===== src/rtl/reorder_buffer.sv =====
// Dual-issue in-order retirement buffer with tag write-back and branch squash.
// Define ROB_BYPASS_EN to let a write-back retire in the same cycle.
package rob_pkg;
    localparam int ROB_DEPTH = 16;
    localparam int ROB_TAG_W = $clog2(ROB_DEPTH);
    typedef logic [ROB_TAG_W-1:0] tag_t;
    typedef enum logic [1:0] {EX_NORMAL, EX_EXCEPT, EX_REPLAY} ex_mode_e;
    typedef struct packed {
        logic        is_valid;
        ex_mode_e    mode;
        tag_t        tag;
        logic [31:0] result;
        logic [31:0] pc;
        logic        is_branch_established;
    } ex_result_t;
endpackage

module reorder_buffer
    import rob_pkg::*;
#(
    parameter int DEPTH = ROB_DEPTH,
    parameter int TAG_W = $clog2(DEPTH)
) (
    input  logic             clk_i,
    input  logic             reset_i,
    input  logic [1:0]       alloc_req_i,
    input  logic [4:0]       alloc_rd_i [2],
    output logic             alloc_ready_o,
    output logic [TAG_W-1:0] alloc_tag_o [2],
    input  ex_result_t       results_i [2],
    output logic [1:0]       commit_valid_o,
    output logic [4:0]       commit_rd_o [2],
    output logic [31:0]      commit_value_o [2],
    output logic [TAG_W:0]   count_o
);
    localparam int PW = TAG_W + 1;

    logic [DEPTH-1:0] busy_q, busy_d, done_q, done_d;
    logic [4:0]       rd_q [DEPTH];
    logic [4:0]       rd_d [DEPTH];
    logic [31:0]      val_q [DEPTH];
    logic [31:0]      val_d [DEPTH];
    logic [PW-1:0]    head_q, head_d, tail_q, tail_d;
    logic [1:0]       cv_q, cv_d;
    logic [4:0]       crd_q [2];
    logic [4:0]       crd_d [2];
    logic [31:0]      cval_q [2];
    logic [31:0]      cval_d [2];

    logic [TAG_W-1:0] hidx, tidx, sq_dist, jd;
    logic [TAG_W-1:0] rtag [2];
    logic [TAG_W-1:0] rdist [2];
    logic [TAG_W-1:0] cidx [2];
    logic [31:0]      wval [2];
    logic [31:0]      cval [2];
    logic [1:0]       br, wen, rdy, ret;
    logic             sel, squash;
    logic [PW-1:0]    used;

    assign hidx = head_q[TAG_W-1:0];
    assign tidx = tail_q[TAG_W-1:0];
    assign used = tail_q - head_q;
    assign count_o = used;
    assign squash = |br;
    assign alloc_ready_o = (used <= PW'(DEPTH - 2)) && !squash;
    assign alloc_tag_o[0] = tidx;
    assign alloc_tag_o[1] = alloc_req_i[0] ? tidx + TAG_W'(1) : tidx;
    assign commit_valid_o = cv_q;
    assign commit_rd_o = crd_q;
    assign commit_value_o = cval_q;

    always_comb begin
        for (int i = 0; i < 2; i++) begin
            rtag[i] = TAG_W'(results_i[i].tag);
            rdist[i] = rtag[i] - hidx;
            br[i] = results_i[i].is_valid
                && results_i[i].is_branch_established
                && busy_q[rtag[i]];
        end
        // Older branch = smaller distance from head.
        sel = br[1] && (!br[0] || rdist[1] < rdist[0]);
        sq_dist = sel ? rdist[1] : rdist[0];
        for (int i = 0; i < 2; i++) begin
            wval[i] = results_i[i].result;
            wen[i] = results_i[i].is_valid && busy_q[rtag[i]]
                && results_i[i].mode == EX_NORMAL;
            if (squash && sel == (i != 0)) begin
                wen[i] = 1'b1;
                wval[i] = results_i[i].pc + 32'd4;
            end
            if (squash && rdist[i] > sq_dist)
                wen[i] = 1'b0;
        end
        for (int k = 0; k < 2; k++) begin
            cidx[k] = hidx + TAG_W'(k);
            rdy[k] = busy_q[cidx[k]] && done_q[cidx[k]];
            cval[k] = val_q[cidx[k]];
`ifdef ROB_BYPASS_EN
            for (int i = 0; i < 2; i++) begin
                if (wen[i] && rtag[i] == cidx[k]) begin
                    rdy[k] = busy_q[cidx[k]];
                    cval[k] = wval[i];
                end
            end
`endif
        end
        ret[0] = rdy[0];
        ret[1] = rdy[0] && rdy[1] && !(squash && sq_dist == '0);
    end

    always_comb begin
        busy_d = busy_q;
        done_d = done_q;
        rd_d = rd_q;
        val_d = val_q;
        tail_d = tail_q;
        jd = '0;
        head_d = head_q + PW'(ret[0]) + PW'(ret[1]);
        if (alloc_ready_o) begin
            for (int s = 0; s < 2; s++) begin
                if (alloc_req_i[s]) begin
                    busy_d[alloc_tag_o[s]] = 1'b1;
                    done_d[alloc_tag_o[s]] = 1'b0;
                    rd_d[alloc_tag_o[s]] = alloc_rd_i[s];
                end
            end
            tail_d = tail_q + PW'(alloc_req_i[0]) + PW'(alloc_req_i[1]);
        end
        for (int i = 0; i < 2; i++) begin
            if (wen[i]) begin
                done_d[rtag[i]] = 1'b1;
                val_d[rtag[i]] = wval[i];
            end
        end
        if (squash) begin
            for (int j = 0; j < DEPTH; j++) begin
                jd = TAG_W'(j) - hidx;
                if (jd > sq_dist) begin
                    busy_d[j] = 1'b0;
                    done_d[j] = 1'b0;
                end
            end
            tail_d = head_q + PW'(sq_dist) + PW'(1);
        end
        for (int k = 0; k < 2; k++) begin
            if (ret[k]) begin
                busy_d[cidx[k]] = 1'b0;
                done_d[cidx[k]] = 1'b0;
            end
            crd_d[k] = ret[k] ? rd_q[cidx[k]] : '0;
            cval_d[k] = ret[k] ? cval[k] : '0;
        end
        cv_d = ret;
    end

    always_ff @(posedge clk_i) begin
        if (reset_i) begin
            busy_q <= '0;
            done_q <= '0;
            head_q <= '0;
            tail_q <= '0;
            cv_q <= '0;
            for (int k = 0; k < 2; k++) begin
                crd_q[k] <= '0;
                cval_q[k] <= '0;
            end
            for (int j = 0; j < DEPTH; j++) begin
                rd_q[j] <= '0;
                val_q[j] <= '0;
            end
        end else begin
            busy_q <= busy_d;
            done_q <= done_d;
            rd_q <= rd_d;
            val_q <= val_d;
            head_q <= head_d;
            tail_q <= tail_d;
            cv_q <= cv_d;
            crd_q <= crd_d;
            cval_q <= cval_d;
        end
    end
endmodule


===== config.mk =====
export PLATFORM = sky130hd
export DESIGN_NAME = reorder_buffer
export DESIGN_NICKNAME = d
export VERILOG_FILES = /design/src/rtl/reorder_buffer.sv
export SDC_FILE = /design/constraint.sdc
export NUM_CORES = 2
export LEC_CHECK = 0
export CORE_ASPECT_RATIO = 1.25
export CORE_MARGIN = 8
export CORE_UTILIZATION = 43
export DETAILED_ROUTE_END_ITERATION = 8
export GPL_TIMING_DRIVEN = 1
export SLEW_MARGIN = 15
export SYNTH_ARGS = -nofsm -noshare
export SYNTH_HDL_FRONTEND = slang
export SYNTH_SLANG_ARGS = --single-unit

===== constraint.sdc =====
create_clock -name clk_i -period 7.49 [get_ports clk_i]
set_clock_uncertainty 0.05 [all_clocks]
set_input_delay 1.1235 -clock clk_i [delete_from_list [all_inputs] [get_ports clk_i]]
set_output_delay 1.1235 -clock clk_i [all_outputs]
set_load 0.02 [all_outputs]

==> results by group <==
Synthesis
  • Ys async rst share: 0
  • Most common cell in the netlist: dfxtp_1
  • Distinct cell type count after synthesis: about 80
  • Yosys reg bits: 710
  • Synth top area share: 0.3262
  • Largest area contributor in the netlist: dfxtp_1
  • Post-synth EDFFs: 0
  • Most used flip-flop cell after synthesis: dfxtp_1
  • Largest cells by area after synthesis: dfxtp_1, mux4_2, mux2i_1, a221oi_1, a221oi_2
  • Register area share after synthesis: 0.3262
  • Syn. warnings: 0
  • Post-Syn Nets: between 4000 and 5000
  • Top cells by count, synth: dfxtp_1, mux2i_1, mux4_2
  • Syn Area/Cell: around 11 um^2
  • Syn Inst Count: around 3800
  • Post-Syn Area: approximately 44000 um^2

Setup path
  • CP endpoint kind: flip-flop
  • Crit path required time: approximately 8.0 ns
  • Flop-to-flop setup slack: roughly 1.3 ns
  • Top fanout value on the critical path: 20
  • Crit path arrival time: approximately 7.2 ns
  • CP Launch Type: input port
  • CP Class: input port to flip-flop

Clock network
  • CTS Buf Count: about 80
  • Reg clk slew, reported paths: 0.07 ns
  • Clock sink total: between 700 and 800
  • H-tree depth: 3
  • Setup Buffers After CTS: 0
  • Root Buffer: clkbuf_16
  • # resized after CTS: 0
  • Number of hold buffers added after CTS: 0
  • CTS tree: done
  • CTS max path bufs: 3
  • Worst-Skew Late Latency: around 0.65 ns

Job
  • Max-cap violation count: 0

Detailed routing
  • ANT nets after route: 0
  • DRT Pass-1 Iters: 6
  • Routed length per instance: 33.18 um
  • Total wire length: around 180 mm
  • Initial DRC count: 4438
  • Via count: about 37000
  • Post-DR vias/cell: between 7 and 8
  • DRC viols: 0

Cells and area
  • Fillcell total: roughly 9000
  • FF/Latch Area: ~14000 um^2
  • P&R area growth vs syn: 15.05%
  • Util after Layout: 0.4988
  • Fin area: between 50000 and 60000 um^2
  • Nets: approximately 4100
  • ANT cells: 0
  • Final Non-Filler Cells: 5281
  • Multi-input gate area: roughly 27000 um^2
  • Share of cells above drive strength 1: 0.2280

Die
  • DIE WIDTH: around 300 um
  • Die area: about 110000 um^2
  • CORE AREA: 100500 um^2
  • Num rows: 130
  • Die H: between 300 and 400 um
  • Initial core utilization: 0.4335
  • I/O pin count: roughly 250

Worst hold path
  • Hold crit path type: flip-flop to flip-flop

Status
  • Status: complete, no violations

Timing
  • Relative slew slack: 0.1465
  • Hold WS: 0.4274 ns
  • Tcrit/Tclk final: 0.8999
  • Max Clock Freq: between 100 and 150 MHz
  • Slew Viols, Final: 0
  • Worst-Margin Slew: approximately 1.3 ns
  • RSZ-0062 raised after global routing: false
  • Fin crit period: a little under 7 ns
  • Hold Vio Cnt, Final: 0
  • Setup ws final: between 0.7 and 0.8 ns
  • Setup TNS: 0 ns
  • Final setup fails: 0

Global routing
  • Total GRT Usage: 0.3019
  • First-pass GRT wire length: 255.6 mm
  • Vias in the first global route: roughly 37000
  • Initial antenna violation count: 4
  • Largest net degree at the start of global routing: around 200
  • GRT overflow: 0

Pwr
  • Total power: ~9.3 mW
  • Peak VDD IR: 0.0001485 V
  • LEAKAGE: ~15 nW
  • PD cells: approximately 190 nW/um^2

Place
  • Number of buffers inserted by port buffering: roughly 250
  • Dpl ws: between 0.2 and 0.25 ns
  • Area after DPL: approximately 48000 um^2
  • Routability congestion estimate: 0.9132
  • Dpl cells: slightly above 5000
  • HPWL after detailed placement: 105.4 mm
==> layout by cell type (no fill, tap or decap), types with 9 or more instances in the layout <==
cell type,count
buf_12,27
o21ai_0,14
a211oi_2,28
nand3_1,46
clkinv_2,16
clkbuf_1,11
clkbuf_16,81
a221oi_1,336
ha_1,73
mux2i_1,578
o211ai_1,21
dfxtp_1,707
nor3_1,21
nand2b_1,36
a221o_1,16
xnor2_1,44
nor2_1,246
and2_1,13
nor4_4,16
a21o_1,23
nor2_4,9
buf_4,150
a221oi_2,112
inv_1,59
mux4_2,377
a21oi_1,136
nor2b_1,93
xor2_1,41
a211oi_1,54
clkdlybuf4s50_1,246
nand2_1,71
and3_1,16
clkbuf_8,16
nand4_1,11
o22ai_1,88
==> path summary, 6_finish.rpt <==
path	from	end	depth (start not counted)
setup / recovery	results_i[137]	val_q[498]	25
hold / removal	done_q[13]	done_q[13]	2
hold reg to reg	done_q[13]	done_q[13]	2
setup reg to reg	head_q[0]	val_q[498]	23
==> registers in the layout, summed over array words and instances, names as in the netlist <==
register        count
val_q             512
rd_q               80
commit_value_o     64
busy_q             16
done_q             16
commit_rd_o        10
head_q              5
tail_q              5
commit_valid_o      2
==> final cells by class <==
class,count,area share
repair buffers,424,0.08266
flip-flops and latches,710,0.2837
multi-input cells,2630,0.5445
clock buffers,108,0.04565
inverters,61,0.004617
well taps,1320,0.03294
clock inverters,28,0.005940
==> power by group <==
group	switching [mW]	internal (mW)
combinational	0.835	0.521
clock	1.70	2.31
sequential	0.0868	3.86
total	2.62	6.69
==> routing by layer <==
layer  share of wire  wire (um)  GRT usage
met3           0.097      17040    0.06596
met4           0.067      11820     0.1817
met1            0.38      65780     0.3729
met5        0.000074         13          0
met2            0.46      80550     0.4815
==> critical path, cell delays in order <==
cell and delay [ns]:
clkdlybuf4s50_1 0.58, inv_1 0.07, ha_1 0.20, inv_1 0.07, fa_1 0.44, inv_1 0.12, ha_1 0.23, a21oi_1 0.18
o21ai_2 0.10, maj3_2 0.34, mux2_4 0.32, a21oi_1 0.20, buf_4 0.20, a21o_1 0.15, inv_1 0.06, ha_1 0.31
a21o_1 0.12, a21oi_1 0.07, o21a_1 0.13, a2111oi_4 0.74, buf_4 0.44, nor4_4 0.09, buf_4 0.35, mux2i_1 0.19
a221oi_1 0.33
==> cells by family after synthesis <==
family                     count (synthesis)  share of synthesized area
muxes                                    965                     0.3305
AOI/OAI and AO/OA                        875                     0.1745
DFF                                      710                     0.3262
and+or+nand+nor                          620                    0.07471
buffers and inverters                    502                    0.05168
xor gates and xnor gates                  88                    0.01786
adders and majority gates                 82                    0.02452
(Power assumes the default switching activity.)
